### config.mk
export PLATFORM = sky130hd
export DESIGN_NAME = imem_boot_loader
export DESIGN_NICKNAME = d
export VERILOG_FILES = /design/src/rtl/imem_boot_loader.sv
export SDC_FILE = /design/constraint.sdc
export NUM_CORES = 1
export LEC_CHECK = 0
export CAP_MARGIN = 20
export CELL_PAD_IN_SITES_DETAIL_PLACEMENT = 1
export CELL_PAD_IN_SITES_GLOBAL_PLACEMENT = 2
export CORE_ASPECT_RATIO = 0.5
export CORE_MARGIN = 4
export CORE_UTILIZATION = 27
export CTS_CLUSTER_DIAMETER = 150
export DETAILED_ROUTE_END_ITERATION = 10
export PLACE_DENSITY = 0.76
export SLEW_MARGIN = 5
export SYNTH_ARGS = -nofsm -noshare
export SYNTH_HDL_FRONTEND = slang
export SYNTH_SLANG_ARGS = --single-unit
### constraint.sdc
create_clock -name clk_i -period 3.4 [get_ports clk_i]
set_clock_uncertainty 0.05 [all_clocks]
set_input_delay 0.68 -clock clk_i [delete_from_list [all_inputs] [get_ports clk_i]]
set_output_delay 0.68 -clock clk_i [all_outputs]
set_load 0.005 [all_outputs]
### src/rtl/imem_boot_loader.sv
// rtl/imem_boot_loader.sv - streams instruction words into IMEM, then runs the CPU for a fixed cycle budget
module imem_boot_loader #(
    parameter int IMEM_DEPTH = 32,
    parameter int CNT_W      = 16
) (
    input  logic             clk_i,
    input  logic             rst_i,
    input  logic             start_i,
    input  logic [CNT_W-1:0] word_count_i,
    input  logic [CNT_W-1:0] run_cycles_i,
    input  logic             in_valid_i,
    input  logic [31:0]      in_data_i,
    output logic             in_ready_o,
    output logic             imem_we_o,
    output logic [31:0]      imem_addr_o,
    output logic [31:0]      imem_wdata_o,
    output logic             cpu_rst_n_o,
    output logic             cpu_run_o,
    output logic [CNT_W-1:0] cycle_cnt_o,
    output logic             busy_o,
    output logic             done_o,
    output logic             err_o
);

    typedef enum logic [2:0] {IDLE, LOAD, FLUSH, RUN, DONE} state_t;

    state_t           state_q, state_d;
    logic [CNT_W-1:0] idx_q, idx_d;
    logic [CNT_W-1:0] wcnt_q, wcnt_d;
    logic [CNT_W-1:0] rcnt_q, rcnt_d;
    logic [CNT_W-1:0] cycle_cnt_q, cycle_cnt_d;
    logic             in_ready_q, in_ready_d;
    logic             imem_we_q, imem_we_d;
    logic [31:0]      imem_addr_q, imem_addr_d;
    logic [31:0]      imem_wdata_q, imem_wdata_d;
    logic             cpu_rst_n_q, cpu_rst_n_d;
    logic             cpu_run_q, cpu_run_d;
    logic             busy_q, busy_d;
    logic             done_q, done_d;
    logic             err_q, err_d;
    logic             count_ok;

    assign count_ok = (word_count_i != '0) && (word_count_i <= CNT_W'(IMEM_DEPTH));

    always_comb begin
        state_d      = state_q;
        idx_d        = idx_q;
        wcnt_d       = wcnt_q;
        rcnt_d       = rcnt_q;
        cycle_cnt_d  = cycle_cnt_q;
        in_ready_d   = in_ready_q;
        imem_we_d    = 1'b0;
        imem_addr_d  = imem_addr_q;
        imem_wdata_d = imem_wdata_q;
        cpu_rst_n_d  = cpu_rst_n_q;
        cpu_run_d    = cpu_run_q;
        busy_d       = busy_q;
        done_d       = done_q;
        err_d        = 1'b0;
        case (state_q)
            IDLE, DONE: begin
                if (start_i) begin
                    if (!count_ok) begin
                        err_d = 1'b1;
                    end else begin
                        wcnt_d      = word_count_i;
                        rcnt_d      = run_cycles_i;
                        idx_d       = '0;
                        cycle_cnt_d = '0;
                        done_d      = 1'b0;
                        busy_d      = 1'b1;
                        in_ready_d  = 1'b1;
                        cpu_rst_n_d = 1'b0;
                        state_d     = LOAD;
                    end
                end
            end
            LOAD: begin
                if (in_valid_i && in_ready_q) begin
                    imem_we_d    = 1'b1;
                    imem_addr_d  = 32'(idx_q) << 2;
                    imem_wdata_d = in_data_i;
                    idx_d        = idx_q + CNT_W'(1);
                    if (idx_q + CNT_W'(1) == wcnt_q) begin
                        in_ready_d = 1'b0;
                        state_d    = FLUSH;
                    end
                end
            end
            FLUSH: begin
                // CPU leaves reset here whether or not it will execute any cycles
                cpu_rst_n_d = 1'b1;
                if (rcnt_q == '0) begin
                    done_d  = 1'b1;
                    busy_d  = 1'b0;
                    state_d = DONE;
                end else begin
                    cpu_run_d = 1'b1;
                    state_d   = RUN;
                end
            end
            RUN: begin
                if (cpu_run_q) begin
                    cycle_cnt_d = cycle_cnt_q + CNT_W'(1);
                    if (cycle_cnt_q + CNT_W'(1) == rcnt_q) begin
                        cpu_run_d = 1'b0;
                        done_d    = 1'b1;
                        busy_d    = 1'b0;
                        state_d   = DONE;
                    end
                end
            end
            default: state_d = IDLE;
        endcase
    end

    always_ff @(posedge clk_i) begin
        if (rst_i) begin
            state_q      <= IDLE;
            idx_q        <= '0;
            wcnt_q       <= '0;
            rcnt_q       <= '0;
            cycle_cnt_q  <= '0;
            in_ready_q   <= 1'b0;
            imem_we_q    <= 1'b0;
            imem_addr_q  <= '0;
            imem_wdata_q <= '0;
            cpu_rst_n_q  <= 1'b0;
            cpu_run_q    <= 1'b0;
            busy_q       <= 1'b0;
            done_q       <= 1'b0;
            err_q        <= 1'b0;
        end else begin
            state_q      <= state_d;
            idx_q        <= idx_d;
            wcnt_q       <= wcnt_d;
            rcnt_q       <= rcnt_d;
            cycle_cnt_q  <= cycle_cnt_d;
            in_ready_q   <= in_ready_d;
            imem_we_q    <= imem_we_d;
            imem_addr_q  <= imem_addr_d;
            imem_wdata_q <= imem_wdata_d;
            cpu_rst_n_q  <= cpu_rst_n_d;
            cpu_run_q    <= cpu_run_d;
            busy_q       <= busy_d;
            done_q       <= done_d;
            err_q        <= err_d;
        end
    end

    assign in_ready_o   = in_ready_q;
    assign imem_we_o    = imem_we_q;
    assign imem_addr_o  = imem_addr_q;
    assign imem_wdata_o = imem_wdata_q;
    assign cpu_rst_n_o  = cpu_rst_n_q;
    assign cpu_run_o    = cpu_run_q;
    assign cycle_cnt_o  = cycle_cnt_q;
    assign busy_o       = busy_q;
    assign done_o       = done_q;
    assign err_o        = err_q;

endmodule

* Yosys cells after proc, flatten, opt, wreduce, memory -nomap -nowiden
Index checks and enable logic that the tools add are counted.
** Word-level totals
- Word-level logic and storage cells :: 92
- Input bits :: 68
- Bits in registers :: 122
- Output and inout port bits :: 87
** Cells by class
- $lt $le $gt $ge :: 1
- Bitwise gates (word level) :: 3
- Equal/unequal tests :: 14
- Reduce and logical (&&, ||, !) cells :: 22
- Add/sub/neg operators :: 2
- Mux-type cells :: 36
** Operators with widths (number)
- $mux W16 :: 4
- $pmux W16 S2 :: 2
- $add A16 B1 Y16 const B :: 2
- $eq A16 B16 Y1 :: 2
- $mux W3 :: 7
- $mux W1 :: 17
- $le A16 B6 Y1 const B :: 1
- $logic_not A16 Y1 :: 1
- $ne A2 B2 Y1 const B :: 8
- $reduce_bool A16 Y1 :: 1
- $pmux W3 S4 :: 1
- $reduce_and A6 Y1 :: 2
- $reduce_and A4 Y1 :: 2
- $reduce_bool A2 Y1 :: 4
- $eq A3 B2 Y1 const B :: 2
- $pmux W1 S2 :: 3
- $pmux W1 S3 :: 2
- $reduce_and A3 Y1 :: 2
- $reduce_and A5 Y1 :: 1
- $reduce_and A2 Y1 :: 2
- $reduce_or A2 Y1 :: 2
- $eq A3 B1 Y1 const B :: 1
- $eq A3 B3 Y1 const B :: 1
- $logic_not A3 Y1 :: 1
- other kinds (4) :: 7

* Logic depth before layout (Yosys ltp)
Gate-level depths: netlist of run 1.
- Depth after elaboration :: 5
- Depth in mapped cells :: 11
- Gate-level depth less buffers :: 9

* Worst setup path after synthesis of run 1
Ideal clock, no wire load.
- Kind :: register to register
- From :: reg cycle_cnt_q[1], in the netlist cycle_cnt_o[1]
- To :: reg state_q[0]
- Arrival :: 2.554 ns
- Cell stages (with the launch flop) :: 11
- Path buffers :: 1
- Library setup time :: 0.116 ns
- Slack :: 0.680 ns
- Required time :: 3.234 ns
- Period minus slack after synthesis :: 2.720 ns
- Path through :: dfxtp_1 -> ha_1 -> buf_2 -> nand3_2 -> o21ai_1 -> nand3_4 -> or4_4 -> nor4_4 -> o2111ai_2 -> a211o_1 -> o211a_1
** Between the ends
- Longest elaborated chain between the ends :: 4
** RTL lines
- start: declaration :: line 31 : logic [CNT_W-1:0] cycle_cnt_q, cycle_cnt_d;
- start signal: assignment :: line 138 : cycle_cnt_q <= cycle_cnt_d;
- $add A16 B1 Y16 :: line 105 : if (cycle_cnt_q + CNT_W'(1) == rcnt_q) begin
- $eq A16 B16 Y1 :: line 105
- $ne A2 B2 Y1 (no source line)
- $reduce_and A6 Y1 (no source line)
- end signal: assignment :: line 134 : state_q <= state_d;
- end: declaration :: line 27 : state_t state_q, state_d;
No other way between the ends.
A chain may end at the register's enable or synchronous reset.

* Final worst setup path of run 1
- From :: reg cycle_cnt_q[2], in the netlist cycle_cnt_o[2]
- To :: reg state_q[0]
The elaborated chain is that of the path after synthesis.

==> results.py, run 1 <==
metrics = {
    "yosys": {
        "synth_area_leaders": "dfxtp_1, nand2_1, a21oi_1",
        "yosys_warnings": 0,
        "mappedNetlistArea_sq_um": 5931,
        "syn_area_per_cell_sq_um": 7.742,
        "synth_top_cell_area_share_pct": 41.18,
        "ys_dominant_reg_cell": "dfxtp_1",
        "synth_cell_type_count": 65,
        "async_flop_share_pct": 0,
        "synth-seq-area-share_pct": 41.18,
        "synth_edf_count": 0,
        "syn_inst": 766,
        "yosys.area.top_type": "dfxtp_1",
        "ys_ff_latch": 122,
    },
    "global_route": {
        "busiest_layer": "met2",
        "track_usage_pct": 16.16,
        "grt_max_degree": 79,
        "met1_usage_pct": 21.22,
        "grt-ovfl-total": 0,
        "antenna_found_initial": 0,
        "use_met3_pct": 2.898,
        "use_met2_pct": 27.43,
        "grt_first_pass_wirelength_um": 31810,
        "grt_pass1_vias": 5851,
    },
    "setup_path": {
        "cpMaxStageDelayCell": "dfxtp_1",
        "crit_chain": "nand3_2 -> or2_0 -> a221oi_1 -> o21ai_2 -> nor4_4 -> o2111ai_2 -> a211o_1 -> o211a_1",
        "critPathRequiredTime_ps": 3660,
        "cp_max_fo": 11,
        "crit_path_max_incr_delay_ps": 560,
        "reg2regPathDepth": 8,
        "arrival_ps": 3200,
        "path_class": "flop to flop",
        "critPathCaptureType": "flop",
        "startpoint_type": "flop",
    },
    "cells_and_area": {
        "register_area_sq_um": 2442,
        "design_area_sq_um": 8248,
        "drive_gt1_share_pct": 8.471,
        "area_growth_pct": 39.07,
        "n_antenna_cell": 0,
        "finalNetCount": 966,
        "multi_input_comb_area_sq_um": 3197,
        "instances_no_fill": 1209,
        "fillers": 2614,
    },
    "route": {
        "wl_per_cell_um": 16.35,
        "dr.pass1.iters": 4,
        "viasPerCell": 4.748,
        "drt_wl_total_um": 19760,
        "drcViolationCount": 0,
        "antenna_left": 0,
        "vias": 5740,
        "dr.first_iter.drc_count": 278,
    },
    "pwr": {
        "power_switching_w": 0.0007337,
        "p_leak_nw": 2.760,
        "ir_drop_uv": 222.8,
        "combPwrFrac_pct": 3.3,
        "total_power_w": 0.003594,
        "internal_power_w": 0.002860,
        "switching_share_pct": 20.42,
        "clkPwrFrac_pct": 56.9,
        "p_seq_share_pct": 39.8,
        "power_density_nw_per_um2": 435.7,
    },
    "sta": {
        "worst_slew_pin_slew_ps": 879.6,
        "holdWs_ps": 402.9,
        "timing.final.crit_period_ps": 2944,
        "maxSlewViolCount": 0,
        "grt_setup_unrepaired": "no",
        "period_share_pct": 86.58,
        "tns_ps": 0,
        "clock.fmax_mhz": 339.7,
        "relSlewSlack_pct": 41.36,
        "finalSetupViolations": 0,
        "hold_viol_final": 0,
    },
    "floorplanning": {
        "die_y_um": 112.8,
        "die-width_um": 217.6,
        "rows": 38,
        "ios": 155,
        "core_sq_um": 21630,
        "die_area_sq_um": 24540,
        "start_util_pct": 27.41,
    },
    "cts": {
        "ctsHtreeMaxLevel": 4,
        "clkSlewWorstSetupHoldPaths_ps": 60,
        "cts_resized": 0,
        "postCtsSetupBuffers": 0,
        "clkLatencyLatePin_ps": 420,
        "clockBufferDepth": 2,
        "cts_buffers": 17,
        "cts_hold_buffers": 0,
        "clockRootBuffer": "clkbuf_16",
        "clkSinkCount": 122,
        "cts_tree": "yes",
    },
    "placed_design": {
        "io_buffers": 138,
        "place_area_sq_um": 7586,
        "gp_congestion": 0.7935,
        "dp_cells": 1177,
        "dpl.hpwl_um": 14190,
    },
    "min_path": {
        "hold_class": "flop to flop",
        "hold_path_depth": 2,
    },
    "run": {
        "maxCapViolCount": 0,
    },
    "run_status": {
        "status": "complete, no violations",
    },
}
per-layer routing:
metal,vias up,routed length [um]
met5,-,0
met2,95,9655
li1,2858,-
met1,2768,9178
met3,19,688
met4,0,239
final timing paths:
check | startpoint | end | slack, ps
worst max register to register | cycle_cnt_o[2] | state_q[0] | 460
worst max-delay path | cycle_cnt_o[2] | state_q[0] | 460
worst min-delay path | imem_addr_o[11] | imem_addr_o[11] | 400
worst min register to register | imem_addr_o[11] | imem_addr_o[11] | 400
layout make-up:
type | instances | share of cell area (%)
repair buffers | 159 | 18.78
well taps | 300 | 4.551
clock inverters | 11 | 2.321
flip-flops and latches | 122 | 29.61
inverters | 6 | 0.2731
multi-input cells | 590 | 38.76
clock buffers | 21 | 5.704
state kept, by name, summed over array words and instances (netlist names):
name / count
busy_o: 1
imem_we_o: 1
cycle_cnt_o: 16
err_o: 1
imem_addr_o: 16
idx_q: 16
wcnt_q: 16
cpu_run_o: 1
rcnt_q: 16
cpu_rst_n_o: 1
state_q: 3
imem_wdata_o: 32
in_ready_o: 1
done_o: 1
synthesized netlist by cell type (4+ instances only):
| master | count |
|---|---|
| or3_1 | 6 |
| nor4_1 | 12 |
| a21oi_1 | 113 |
| nor4_2 | 5 |
| xnor2_1 | 27 |
| a31oi_1 | 7 |
| buf_4 | 17 |
| and3_1 | 4 |
| buf_1 | 4 |
| a211oi_1 | 5 |
| nand2_1 | 183 |
| nand4_1 | 8 |
| o21ai_0 | 26 |
| buf_2 | 7 |
| nor2_1 | 52 |
| nor3_1 | 16 |
| inv_1 | 6 |
| clkbuf_1 | 30 |
| xor2_1 | 13 |
| dfxtp_1 | 122 |
| and2_1 | 15 |
| nand3_1 | 17 |
| nand2b_1 | 4 |
| buf_6 | 5 |
worst max-delay path, delay by kind of cell (launching register included):
family           cells  cell delay (ps)
AND/OR/NAND/NOR      3              750
flip-flops           1              560
AO/OA/AOI/OAI        5             1460
per-stage QoR:
| stage | setup WS (ps) | util [%] |
|---|---|---|
| after CTS | 466.1 | 38.13 |
| final | 456.3 | 38.13 |
| after detailed placement | 40.80 | 35.07 |
| after global placement | 144.8 | 35.07 |
| after global routing | 278.9 | 38.13 |
| after floorplan | 679.6 | - |
power by group through the flow:
stage	Clock [W]	Combinational (W)	Sequential, W
after detailed placement	0	0.000119	0.00146
final	0.00205	0.000117	0.00143
after global routing	0.00217	0.000126	0.00143
after global placement	0	0.000119	0.00146
after CTS	0.00210	0.000119	0.00143
after floorplan	0	0.0000406	0.00146
cell families after synthesis:
| kind of cell | after synthesis | share of synthesized area [%] |
|---|---|---|
| XOR/XNOR | 40 | 5.907 |
| AND/OR/NAND/NOR | 352 | 28.71 |
| AO/OA/AOI/OAI | 177 | 16.96 |
| multiplexers | 3 | 0.5274 |
| other | 1 | 0.06323 |
| flip-flops | 122 | 41.18 |
| buffers and inverters | 69 | 6.223 |
| adder cells (fa/ha/maj) | 2 | 0.4219 |
placed cells by master (no fill, tap or decap), types with 5 or more instances in the layout:
| cell | count |
|---|---|
| inv_1 | 6 |
| clkbuf_16 | 17 |
| nor4_1 | 12 |
| a21oi_1 | 113 |
| bufinv_16 | 5 |
| or3_1 | 6 |
| and2_1 | 15 |
| nor3_1 | 16 |
| conb_1 | 16 |
| xor2_1 | 13 |
| nand3_1 | 16 |
| xnor2_1 | 27 |
| nor2_1 | 51 |
| nand2_1 | 183 |
| clkdlybuf4s50_1 | 137 |
| a211oi_1 | 5 |
| buf_4 | 21 |
| nand4_1 | 8 |
| a31oi_1 | 7 |
| o21ai_0 | 26 |
| dfxtp_1 | 122 |
(Power assumes the default switching activity.)
==> inputs of run 2 (changes only) <==
CORE_UTILIZATION = 35   (was 27)
CTS_CLUSTER_DIAMETER = unset   (was 150)
DONT_BUFFER_PORTS = 1   (was unset)
PLACE_DENSITY = 0.75   (was 0.76)
==> results.py, run 2 (synthesis results as in run 1) <==
metrics = {
    "run_status": {
        "status": "complete, no violations",
    },
    "cts": {
        "clkSinkCount": 122,
        "cts_tree": "yes",
        "clkLatencyLatePin_ps": 420,
        "cts_buffers": 17,
        "postCtsSetupBuffers": 0,
        "clockRootBuffer": "clkbuf_16",
        "clockBufferDepth": 2,
        "clkSlewWorstSetupHoldPaths_ps": 60,
        "ctsHtreeMaxLevel": 4,
        "cts_resized": 0,
        "cts_hold_buffers": 0,
    },
    "setup_path": {
        "cpMaxStageDelayCell": "ha_1",
        "timing.rr.end": "state_q[0]",
        "arrival_ps": 3170,
        "crit_family": "compound AO/OA/AOI/OAI gates",
        "r2r_setup_slack_ps": 490,
        "critPathBufInv": 0,
        "cp_max_fo": 9,
        "r2r-start": "cycle_cnt_o[0]",
        "critPathCaptureType": "flop",
        "crit_chain": "ha_1 -> nand3_2 -> or2_0 -> a221oi_1 -> o21ai_2 -> nor4_4 -> o2111ai_2 -> a211o_1 -> o211a_1",
        "reg2regPathDepth": 9,
        "path_class": "flop to flop",
        "critPathRequiredTime_ps": 3660,
        "crit_path_max_incr_delay_ps": 370,
        "startpoint_type": "flop",
    },
    "route": {
        "drt_wl_total_um": 17830,
        "dr.first_iter.drc_count": 246,
        "drcViolationCount": 0,
        "antenna_left": 0,
        "vias": 5227,
        "dr.pass1.iters": 4,
        "wl_per_cell_um": 17.83,
        "viasPerCell": 5.227,
    },
    "cells_and_area": {
        "area_growth_pct": 13.63,
        "fillers": 1987,
        "drive_gt1_share_pct": 10.09,
        "n_antenna_cell": 0,
        "layout_common_cells": "nand2_1, dfxtp_1, a21oi_1, nor2_1, xnor2_1",
        "register_area_sq_um": 2442,
        "final_util_pct": 40.91,
        "multi_input_comb_area_sq_um": 3197,
        "largest_register_ffs": 32,
        "finalNetCount": 830,
        "layout_commonest_cell": "nand2_1",
    },
    "global_route": {
        "antenna_found_initial": 0,
        "grt-ovfl-total": 0,
        "grt_pass1_vias": 5255,
        "grt_first_pass_wirelength_um": 28280,
        "grt_max_degree": 113,
        "track_usage_pct": 18.63,
    },
    "placed_design": {
        "dp_slack_ps": 452.4,
        "gp_congestion": 0.8206,
        "io_buffers": 0,
        "dpl.hpwl_um": 12630,
    },
    "pwr": {
        "ir_drop_uv": 324.2,
        "p_leak_nw": 2.244,
        "power_density_nw_per_um2": 497.7,
    },
    "sta": {
        "finalSetupViolations": 0,
        "period_share_pct": 85.52,
        "relSlewSlack_pct": 60.83,
        "tns_ps": 0,
        "clock.fmax_mhz": 343.9,
        "fin_ws_ps": 492.3,
        "grt_setup_unrepaired": "no",
        "hold_viol_final": 0,
        "timing.final.crit_period_ps": 2908,
        "worst_slew_pin_slew_ps": 586.1,
        "maxSlewViolCount": 0,
    },
    "min_path": {
        "hold_start": "rst_i",
        "hold_class": "primary input to flop",
        "hold_path_depth": 1,
        "hold_path_end": "cycle_cnt_o[3]",
    },
    "run": {
        "maxCapViolCount": 0,
    },
    "floorplanning": {
        "die-width_um": 192.1,
        "start_util_pct": 36.00,
        "die_y_um": 100.0,
        "die_area_sq_um": 19220,
        "rows": 33,
        "ios": 155,
        "core_sq_um": 16470,
    },
}
==> run 2: area by class of cell <==
type / count / share of cell area, %
inverters: 6 / 0.3342
flip-flops and latches: 122 / 36.24
clock buffers: 20 / 6.777
repair buffers: 23 / 2.562
clock inverters: 12 / 2.432
well taps: 227 / 4.215
multi-input cells: 590 / 47.44
==> run 2: metrics by stage <==
step	area, sq um	cells	total power [W]	hold slack (ps)
after floorplan	5987	781	0.001503	397.8
after global placement	6118	968	0.001475	408.1
after detailed placement	6118	968	0.001475	412.2
after CTS	6739	1000	0.003404	268.7
after global routing	6739	1000	0.003490	266.0
final	6739	1000	0.003354	288.6
==> run 2: report_power, final <==
| group | internal, W | switching [W] |
|---|---|---|
| registers | 0.00143 | 0.000000383 |
| clock network | 0.00120 | 0.000708 |
| logic | 0.00000385 | 0.0000102 |
==> run 2: per-layer routing <==
metal | share of wire [%] | vias up | track usage, %
met5 | 0 | - | 0
met4 | 1.0 | 0 | 5.148
li1 | - | 2590 | -
met2 | 46 | 111 | 30.43
met3 | 6.9 | 18 | 6.289
met1 | 47 | 2508 | 23.73
==> run 2: worst max path at each step <==
stage | to | cells after the start | slack, ps | start
6_report | state_q[0] | 9 | 490 | cycle_cnt_o[0]
5_1_grt | state_q[0] | 9 | 250 | cycle_cnt_o[0]
3_3_place_gp | state_q[0] | 9 | 470 | cycle_cnt_o[0]
2_1_floorplan | state_q[0] | 10 | 680 | cycle_cnt_o[1]
3_5_place_dp | state_q[0] | 9 | 450 | cycle_cnt_o[0]
4_1_cts | state_q[0] | 9 | 460 | cycle_cnt_o[0]
==> inputs of run 3 (changes only) <==
CORE_ASPECT_RATIO = unset   (was 0.5)
CTS_BUF_LIST = sky130_fd_sc_hd__clkbuf_16   (was unset)
==> results.py, run 3 (synthesis results as in run 1) <==
metrics = {
    "run_status": {
        "status": "complete, no violations",
    },
    "floorplanning": {
        "start_util_pct": 35.76,
        "die-width_um": 138.2,
        "die_area_sq_um": 19090,
        "ios": 155,
        "core_sq_um": 16580,
        "rows": 47,
        "die_y_um": 138.2,
    },
    "global_route": {
        "busiest_layer": "met2",
        "use_met2_pct": 29.52,
        "track_usage_pct": 18.44,
        "antenna_found_initial": 0,
        "grt_first_pass_wirelength_um": 28920,
        "met1_usage_pct": 22.99,
        "grt-ovfl-total": 0,
        "grt_pass1_vias": 5433,
        "grt_max_degree": 113,
        "use_met3_pct": 7.079,
    },
    "setup_path": {
        "cp_max_fo": 9,
        "arrival_ps": 3370,
        "crit_path_max_incr_delay_ps": 480,
        "startpoint_type": "flop",
        "critPathRequiredTime_ps": 3660,
        "critPathCaptureType": "flop",
        "path_class": "flop to flop",
        "cpMaxStageDelayCell": "dfxtp_1",
        "crit_chain": "ha_1 -> nand3_2 -> or2_0 -> a221oi_1 -> o21ai_2 -> nor4_4 -> o2111ai_2 -> a211o_1 -> o211a_1",
        "critPathBufInv": 0,
        "crit_family": "compound AO/OA/AOI/OAI gates",
    },
    "cells_and_area": {
        "design_area_sq_um": 6675,
        "instances_no_fill": 985,
        "fillers": 2029,
        "multi_input_comb_area_sq_um": 3197,
        "area_growth_pct": 12.55,
        "register_area_sq_um": 2442,
        "n_antenna_cell": 0,
        "layout_common_cells": "nand2_1, dfxtp_1, a21oi_1, nor2_1, xnor2_1",
        "finalNetCount": 822,
        "largest_register_ffs": 32,
        "layout_commonest_cell": "nand2_1",
        "drive_gt1_share_pct": 9.020,
    },
    "route": {
        "dr.first_iter.drc_count": 285,
        "drt_wl_total_um": 17740,
        "viasPerCell": 5.383,
        "drcViolationCount": 0,
        "antenna_left": 0,
        "dr.pass1.iters": 4,
        "wl_per_cell_um": 18.01,
        "vias": 5302,
    },
    "sta": {
        "fin_ws_ps": 287.1,
        "hold_viol_final": 0,
        "period_share_pct": 91.56,
        "grt_setup_unrepaired": "no",
        "maxSlewViolCount": 0,
        "relSlewSlack_pct": 49.77,
        "clock.fmax_mhz": 321.2,
        "tns_ps": 0,
        "holdWs_ps": 279.8,
        "worst_slew_pin_slew_ps": 750.6,
        "finalSetupViolations": 0,
        "timing.final.crit_period_ps": 3113,
    },
    "placed_design": {
        "dp_slack_ps": 333.2,
        "dp_cells": 953,
        "place_area_sq_um": 6050,
        "dpl.hpwl_um": 12560,
        "io_buffers": 0,
        "gp_congestion": 0.8524,
    },
    "cts": {
        "ctsHtreeMaxLevel": 4,
        "clkLatencyLatePin_ps": 420,
        "clkSlewWorstSetupHoldPaths_ps": 60,
        "clockBufferDepth": 2,
        "cts_hold_buffers": 0,
        "cts_tree": "yes",
        "clkSinkCount": 122,
        "cts_buffers": 17,
        "clockRootBuffer": "clkbuf_16",
        "postCtsSetupBuffers": 0,
        "cts_resized": 0,
    },
    "run": {
        "maxCapViolCount": 0,
    },
    "pwr": {
        "ir_drop_uv": 327.2,
        "p_leak_nw": 2.201,
        "power_density_nw_per_um2": 504.1,
    },
    "min_path": {
        "hold_class": "primary input to flop",
    },
}
-- run 3: layer usage --
| metal | vias to the layer above | routed length, um |
|---|---|---|
| li1 | 2583 | - |
| met1 | 2537 | 7940 |
| met2 | 160 | 8076 |
| met3 | 22 | 1444 |
| met4 | 0 | 276 |
| met5 | - | 0 |
-- run 3: layout make-up --
cell class                 count  share of cell area [%]
multi-input combinational    590                   47.89
clock inverter                15                   2.999
inverter                       6                  0.3374
timing repair buffer          15                   1.687
sequential                   122                   36.59
tap                          220                   4.124
clock buffer                  17                   6.373
-- run 3: worst register-to-register path: cells and delay by family, from the launching register on --
family | cells | cell delay, ps
flip-flops | 1 | 480
AO/OA/AOI/OAI | 5 | 1300
AND/OR/NAND/NOR | 3 | 770
adder cells (fa/ha/maj) | 1 | 410
-- run 3: path summary, 6_finish.rpt --
| path | start | cells past startpoint | slack [ps] | endpoint |
|---|---|---|---|---|
| worst min-delay path | rst_i | 1 | 280 | cycle_cnt_o[7] |
| worst min register to register | wcnt_q[4] | 2 | 420 | wcnt_q[4] |
| worst max-delay path | cycle_cnt_o[1] | 9 | 290 | state_q[0] |
| worst max register to register | cycle_cnt_o[1] | 9 | 290 | state_q[0] |
-- run 3: stage by stage --
stage               power [W]  util (%)
floorplan            0.001503         -
detailed placement   0.001474     36.48
global placement     0.001474     36.48
CTS                  0.003409     40.25
finish               0.003365     40.25
global route         0.003485     40.25
-- run 3: report_power, final --
group          leakage (nW)  switching, W  internal, W  total [W]
clock network         0.291      0.000696      0.00123    0.00192
logic                 0.928    0.00000936   0.00000307  0.0000124
registers             0.982   0.000000518      0.00143    0.00143
